File: src/rtl/obj_line_buffer.sv
// Double-buffered object line store: opaque pixel pairs go into the back buffer
// while the front buffer is scanned out (and optionally cleared) one pixel per enable.
module obj_line_buffer #(
  parameter bit CLR_ON_READ = 1'b1,
  parameter int XW          = 8
) (
  input  logic          i_EMU_MCLK,
  input  logic          i_EMU_INITRST_n,
  input  logic          i_EMU_CLK6MPCEN_n,
  input  logic [7:0]    i_DA,
  input  logic [7:0]    i_DB,
  input  logic [XW-1:0] i_WRX,
  input  logic          i_WR_n,
  input  logic [XW-1:0] i_HCOUNT,
  input  logic          i_HBLANK_n,
  input  logic          i_LINESWAP,
  output logic [7:0]    o_PIXEL,
  output logic          o_OPAQUE,
  output logic          o_READY
);

  localparam int AW    = XW - 1;
  localparam int DEPTH = 1 << AW;

  typedef enum logic {ST_CLEAR = 1'b0, ST_RUN = 1'b1} state_t;

  state_t        state_q;
  logic [AW-1:0] clr_addr_q;
  logic          sel_q;
  logic [7:0]    rd_q;
  logic [7:0]    pix_q;
  logic          ready_q;

  logic          en;
  logic          run;
  logic          clr_all;
  logic          rd_en;
  logic          wr_da;
  logic          wr_db;
  logic [AW-1:0] wr_even_addr;
  logic [AW-1:0] wr_odd_addr;
  logic [AW-1:0] rd_addr;
  logic [3:0][7:0] bank_rdata;

  assign en      = ~i_EMU_CLK6MPCEN_n;
  assign run     = (state_q == ST_RUN);
  assign clr_all = en & ~run;
  assign rd_en   = en & run & i_HBLANK_n;
  // A zero pixel nibble is transparent and must not disturb what is already stored.
  assign wr_da   = en & run & ~i_WR_n & (i_DA[3:0] != 4'h0);
  assign wr_db   = en & run & ~i_WR_n & (i_DB[3:0] != 4'h0);

  // Odd x puts DA at the next even pixel; x=255 wraps that to address 0.
  assign wr_even_addr = i_WRX[XW-1:1] + {{(AW-1){1'b0}}, i_WRX[0]};
  assign wr_odd_addr  = i_WRX[XW-1:1];
  assign rd_addr      = i_HCOUNT[XW-1:1];

  // Bank index b = {buffer, odd}: one write port per bank, shared by clear, write and clear-on-read.
  for (genvar b = 0; b < 4; b++) begin : g_bank
    localparam logic BUF_ID = 1'(b / 2);
    localparam logic ODD    = 1'(b % 2);

    logic [7:0]    mem_q [DEPTH];
    logic          we;
    logic [AW-1:0] wa;
    logic [7:0]    wd;

    always_comb begin
      we = 1'b0;
      wa = clr_addr_q;
      wd = 8'h00;
      if (clr_all) begin
        we = 1'b1;
      end else if (BUF_ID != sel_q) begin
        we = ODD ? wr_db : wr_da;
        wa = ODD ? wr_odd_addr : wr_even_addr;
        wd = ODD ? i_DB : i_DA;
      end else if (CLR_ON_READ && rd_en && (i_HCOUNT[0] == ODD)) begin
        we = 1'b1;
        wa = rd_addr;
      end
    end

    always_ff @(posedge i_EMU_MCLK) begin
      if (we) mem_q[wa] <= wd;
    end

    assign bank_rdata[b] = mem_q[rd_addr];
  end

  always_ff @(posedge i_EMU_MCLK) begin
    if (!i_EMU_INITRST_n) begin
      state_q    <= ST_CLEAR;
      clr_addr_q <= '0;
      sel_q      <= 1'b0;
      rd_q       <= 8'h00;
      pix_q      <= 8'h00;
      ready_q    <= 1'b0;
    end else if (en) begin
      pix_q <= rd_q;
      case (state_q)
        ST_CLEAR: begin
          rd_q       <= 8'h00;
          clr_addr_q <= clr_addr_q + 1'b1;
          if (clr_addr_q == {AW{1'b1}}) begin
            state_q <= ST_RUN;
            ready_q <= 1'b1;
          end
        end
        ST_RUN: begin
          rd_q <= i_HBLANK_n ? bank_rdata[{sel_q, i_HCOUNT[0]}] : 8'h00;
          if (i_LINESWAP) sel_q <= ~sel_q;
        end
        default: state_q <= ST_CLEAR;
      endcase
    end
  end

  assign o_PIXEL  = pix_q;
  assign o_OPAQUE = (pix_q[3:0] != 4'h0);
  assign o_READY  = ready_q;

endmodule

File: config.mk
export PLATFORM = sky130hd
export DESIGN_NAME = obj_line_buffer
export DESIGN_NICKNAME = d
export VERILOG_FILES = /design/src/rtl/obj_line_buffer.sv
export SDC_FILE = /design/constraint.sdc
export NUM_CORES = 2
export LEC_CHECK = 0
export BUFFER_PORTS_ARGS = -buffer_cell sky130_fd_sc_hd__buf_2
export CAP_MARGIN = 20
export CELL_PAD_IN_SITES_DETAIL_PLACEMENT = 1
export CELL_PAD_IN_SITES_GLOBAL_PLACEMENT = 1
export CORE_MARGIN = 1.5
export CORE_UTILIZATION = 25
export CTS_CLUSTER_DIAMETER = 100
export DETAILED_ROUTE_END_ITERATION = 6
export GPL_ROUTABILITY_DRIVEN = 0
export PLACE_DENSITY = 0.43
export RECOVER_POWER = 50
export SYNTH_ARGS = -nofsm -noshare
export SYNTH_HDL_FRONTEND = slang
export SYNTH_SLANG_ARGS = --single-unit
File: constraint.sdc
create_clock -name i_EMU_MCLK -period 3.65 [get_ports i_EMU_MCLK]
set_input_delay 0 -clock i_EMU_MCLK [delete_from_list [all_inputs] [get_ports i_EMU_MCLK]]
set_output_delay 0 -clock i_EMU_MCLK [all_outputs]
set_load 0.02 [all_outputs]
==> results.sh <==
export IMPL_worstSetupEndpoint="g_bank[2].mem_q[68][3]"
export IMPL_cts_root_buf="sky130_fd_sc_hd__clkbuf_16"
export IMPL_cts_htree_levels=5
export IMPL_floorplan_io_pins=48
export IMPL_cts_setup_buffers=0
export IMPL_syn2layout_area_growth_pct=21.7
export IMPL_violations="capacitance limit, slew limit"
export IMPL_report_final_slew_viol_count=602
export IMPL_postLayoutSetupSlackWorst_ns=0.0943
export IMPL_mappedNetlistNets=7521
export IMPL_multi_input_comb_area_sq_um=35100
export IMPL_avgSynthCellArea_sq_um=21.5
export IMPL_die_height_um=805
export IMPL_leakagePower_nw=65.5
export IMPL_max_cap_violations=8
export IMPL_fin_crit_share=0.974
export IMPL_synth_cells_most_frequent="4,096 x sky130_fd_sc_hd__edfxtp_1, 1,061 x sky130_fd_sc_hd__mux4_2, 649 x sky130_fd_sc_hd__nor2_1, 276 x sky130_fd_sc_hd__mux2i_1, 182 x sky130_fd_sc_hd__nand2_1"
export IMPL_largest_family_of_logic_cells_by_synthesized_area="multiplexers"
export IMPL_num_rows=294
export IMPL_synth_adder_area_share=0.000233
export IMPL_cp_common_cell="sky130_fd_sc_hd__nand2_1"
export IMPL_synth_area_leader_cell="sky130_fd_sc_hd__edfxtp_1"
export IMPL_synth_simple_gate_area_frac=0.0286
export IMPL_dieWidth_um=805
export IMPL_cell_count_of_the_worst_reg_to_reg_path=8
export IMPL_switching_power_mw=22.6
export IMPL_path_clk_slew_ns=0.06
export IMPL_timing_final_setup_violations=0
export IMPL_post_synth_top_count_cell="sky130_fd_sc_hd__edfxtp_1"
export IMPL_power_per_cell_area_nw_per_um2=521
export IMPL_place_port_buffers=47
export IMPL_fill_cells=64800
export IMPL_postRouteAntennaNets=0
export IMPL_cp_startpoint="run"
export IMPL_coreArea_sq_um=641000
export IMPL_wire_per_inst_um=29.2
export IMPL_dr_pass1_iters=5
export IMPL_preCtsSetupSlack_ns=-0.914
export IMPL_fin_setup_tns_ns=0
export IMPL_peakVddDrop_v=0.000393
export IMPL_top_layer_used="met5"
export IMPL_clock_tree_from_tritoncts="yes"
export IMPL_grt_start_max_net_pins=129
export IMPL_seqCellArea_sq_um=124000
export IMPL_met1_length_um=232000
export IMPL_routed_wl_met2_um=252000
export IMPL_critical_path_slowest_cell="sky130_fd_sc_hd__nor2_1"
export IMPL_worst_ep_required_time_ns=4.29
export IMPL_peak_freq_mhz=281
export IMPL_synth_async_sr_flop_share=0
export IMPL_worst_hold_slack_ns=0.131
export IMPL_synth_largest_type_area_fraction=0.765
export IMPL_timing_hold_worst_class="primary input to flip-flop"
export IMPL_routed_via_density=4.56
export IMPL_cts_made_buffers=459
export IMPL_cts_path_max_buffers=4
export IMPL_yosys_area_share_xor_xnor=0.000436
export IMPL_num_nets_final=8908
export IMPL_timing_final_crit_period_ns=3.56
export IMPL_synth_area_mux_share=0.166
export IMPL_synth_compound_area_share=0.0219
export IMPL_combinational_power_share=0.050
export IMPL_p_sw_frac=0.221
export IMPL_post_route_util=0.305
export IMPL_worstPathArrival_ns=4.19
export IMPL_synth_cell_types=69
export IMPL_clk_sink_count=4122
export IMPL_clock_power_share=0.442
export IMPL_layout_drive_gt1_share=0.329
export IMPL_post_dp_hpwl_um=350000
export IMPL_post_synth_main_area_contributors="sky130_fd_sc_hd__edfxtp_1 76%, sky130_fd_sc_hd__mux4_2 15%, sky130_fd_sc_hd__mux2i_1 1.7%, sky130_fd_sc_hd__nor2_1 1.5%, sky130_fd_sc_hd__a22oi_1 0.62%"
export IMPL_post_route_drc_count=0
export IMPL_final_cells=17900
export IMPL_netlist_instances=7480
export IMPL_grt_pass1_wl_um=725000
export IMPL_cp_cell_sequence="clkbuf_4 -> or2_2 -> nand2_1 -> o21ai_0 -> a21oi_1 -> nor2b_1 -> nand2_1 -> nor2_1"
export IMPL_post_synth_edffs=4096
export IMPL_grt_pass1_vias=87800
export IMPL_synth_seq_area_share=0.768
export IMPL_crit_reg2reg_launch="run"
export IMPL_start_util=0.251
export IMPL_timing_worst_setup_path_type="flip-flop to flip-flop"
export IMPL_yosys_warnings=0
export IMPL_grt_antenna_before_repair=43
export IMPL_num_vias=81500
export IMPL_dr_wl_met3_um=25100
export IMPL_synthesis_area_sq_um=161000
export IMPL_clk_latency_ns=1.04
export IMPL_timing_critical_path_to_type="flip-flop"
export IMPL_synth_ff_latch_count=4122
export IMPL_slew_headroom=-0.407
export IMPL_drt_total_wl_um=521000
export IMPL_rsz0062_at_grt="no"
export IMPL_overflow=0
export IMPL_clock_skew_final_ns=0.0966
export IMPL_drtIter0Drc=6894
export IMPL_yosys_most_used_dff="sky130_fd_sc_hd__edfxtp_1"
export IMPL_power_internal_mw=79.4
export IMPL_rrSetupSlack_ns=0.09
export IMPL_tightest_slew_ns=2.11
export IMPL_placed_cells_incl_taps=17000
export IMPL_critPathMaxFanout=8
export IMPL_critical_path_startpoint_type="flip-flop"
export IMPL_power_share_sequential=0.508
export IMPL_timing_hold_violations_final=0
export IMPL_status="complete, but fails checks"
export IMPL_r2r_end="g_bank[2].mem_q[68][3]"
export IMPL_gr_usage_all_layers=0.158
export IMPL_slowest_delay_ns=0.77
export IMPL_design_die_area_sq_um=648000
placed cells by master (no fill, tap or decap), drive strengths merged, types with 17 or more instances in the layout:
| cell | n |
|---|---|
| mux2i | 276 |
| nor2 | 649 |
| a21oi | 90 |
| dfxtp | 26 |
| bufinv | 34 |
| nor3 | 32 |
| buf | 1261 |
| mux4 | 1061 |
| a22oi | 133 |
| o22ai | 48 |
| clkinv | 215 |
| nand3 | 65 |
| nor2b | 21 |
| clkbuf | 629 |
| or3 | 18 |
| o211ai | 28 |
| and2 | 20 |
| dlygate4sd3 | 27 |
| and3 | 35 |
| edfxtp | 4096 |
| o21ai | 61 |
| nand2 | 182 |
| a22o | 17 |
how the worst min path moves through the flow:
stage                     from                       to  slack, ns  cells after the start
2_1_floorplan  i_EMU_INITRST_n                      run       0.12                      1
3_3_place_gp   i_EMU_INITRST_n                      run       0.40                      2
3_5_place_dp   i_EMU_INITRST_n                      run       0.38                      2
4_1_cts               i_WRX[1]  g_bank[1].mem_q[127][6]      0.009                      7
5_1_grt            i_HCOUNT[6]                  rd_q[4]       0.08                      6
6_report              i_WRX[1]  g_bank[1].mem_q[127][4]       0.13                      7
timing repair:
| action | in CTS | in global routing |
|---|---|---|
| hold buffers | 27 | 0 |
| resized for setup | 5 | 7 |
| hold endpoints to repair | 3078 | 0 |
| cloned | 0 | 0 |
| setup endpoints to repair | 26 | 69 |
cell families after synthesis:
family	after synthesis
AOI/OAI and AO/OA	506
xor gates and xnor gates	8
adders and majority gates	3
buffers and inverters	418
DFF	4122
muxes	1343
and+or+nand+nor	1080
routing by layer:
layer | vias to the layer above | track usage
li1 | 34200 | -
met1 | 44900 | 0.217
met2 | 1766 | 0.262
met3 | 573 | 0.0263
met4 | 12 | 0.0343
met5 | - | 0
critical path, delay by kind of cell, from the launching register on:
family / cells / cell delay (ns)
DFF: 1 / 0.33
buffers and inverters: 1 / 0.14
AOI/OAI and AO/OA: 2 / 0.87
and+or+nand+nor: 5 / 1.83
flip-flops by register name (all words and copies together), names as in the netlist:
name          cells
o_PIXEL           8
run               1
rd_q              8
g_bank.mem_q   4096
o_READY           1
clr_addr_q        7
sel_q             1
metrics by stage:
step	power, mW	instance area [sq um]
6_report	102	196000
5_1_grt	105	196000
4_1_cts	103	196000
3_5_place_dp	58.1	181000
3_3_place_gp	58.0	181000
2_1_floorplan	55.5	161000
area by class of cell:
cell class                 count  share of cell area
sequential                  4122               0.631
multi-input combinational   2940               0.179
clock buffer                 579              0.0616
timing repair buffer        1338              0.0602
tap                         8584              0.0549
clock inverter               268              0.0125
inverter                       6            0.000166
antenna                       13            0.000166
power groups by stage:
stage	registers, mW	logic (mW)	clock network [mW]
floorplan	52.8	2.64	0
global placement	52.8	5.25	0
detailed placement	52.8	5.29	0
CTS	51.8	5.33	46.4
global route	51.8	5.42	47.9
finish	51.8	5.14	45.1
Note: power is estimated with default switching activity, not from simulation.
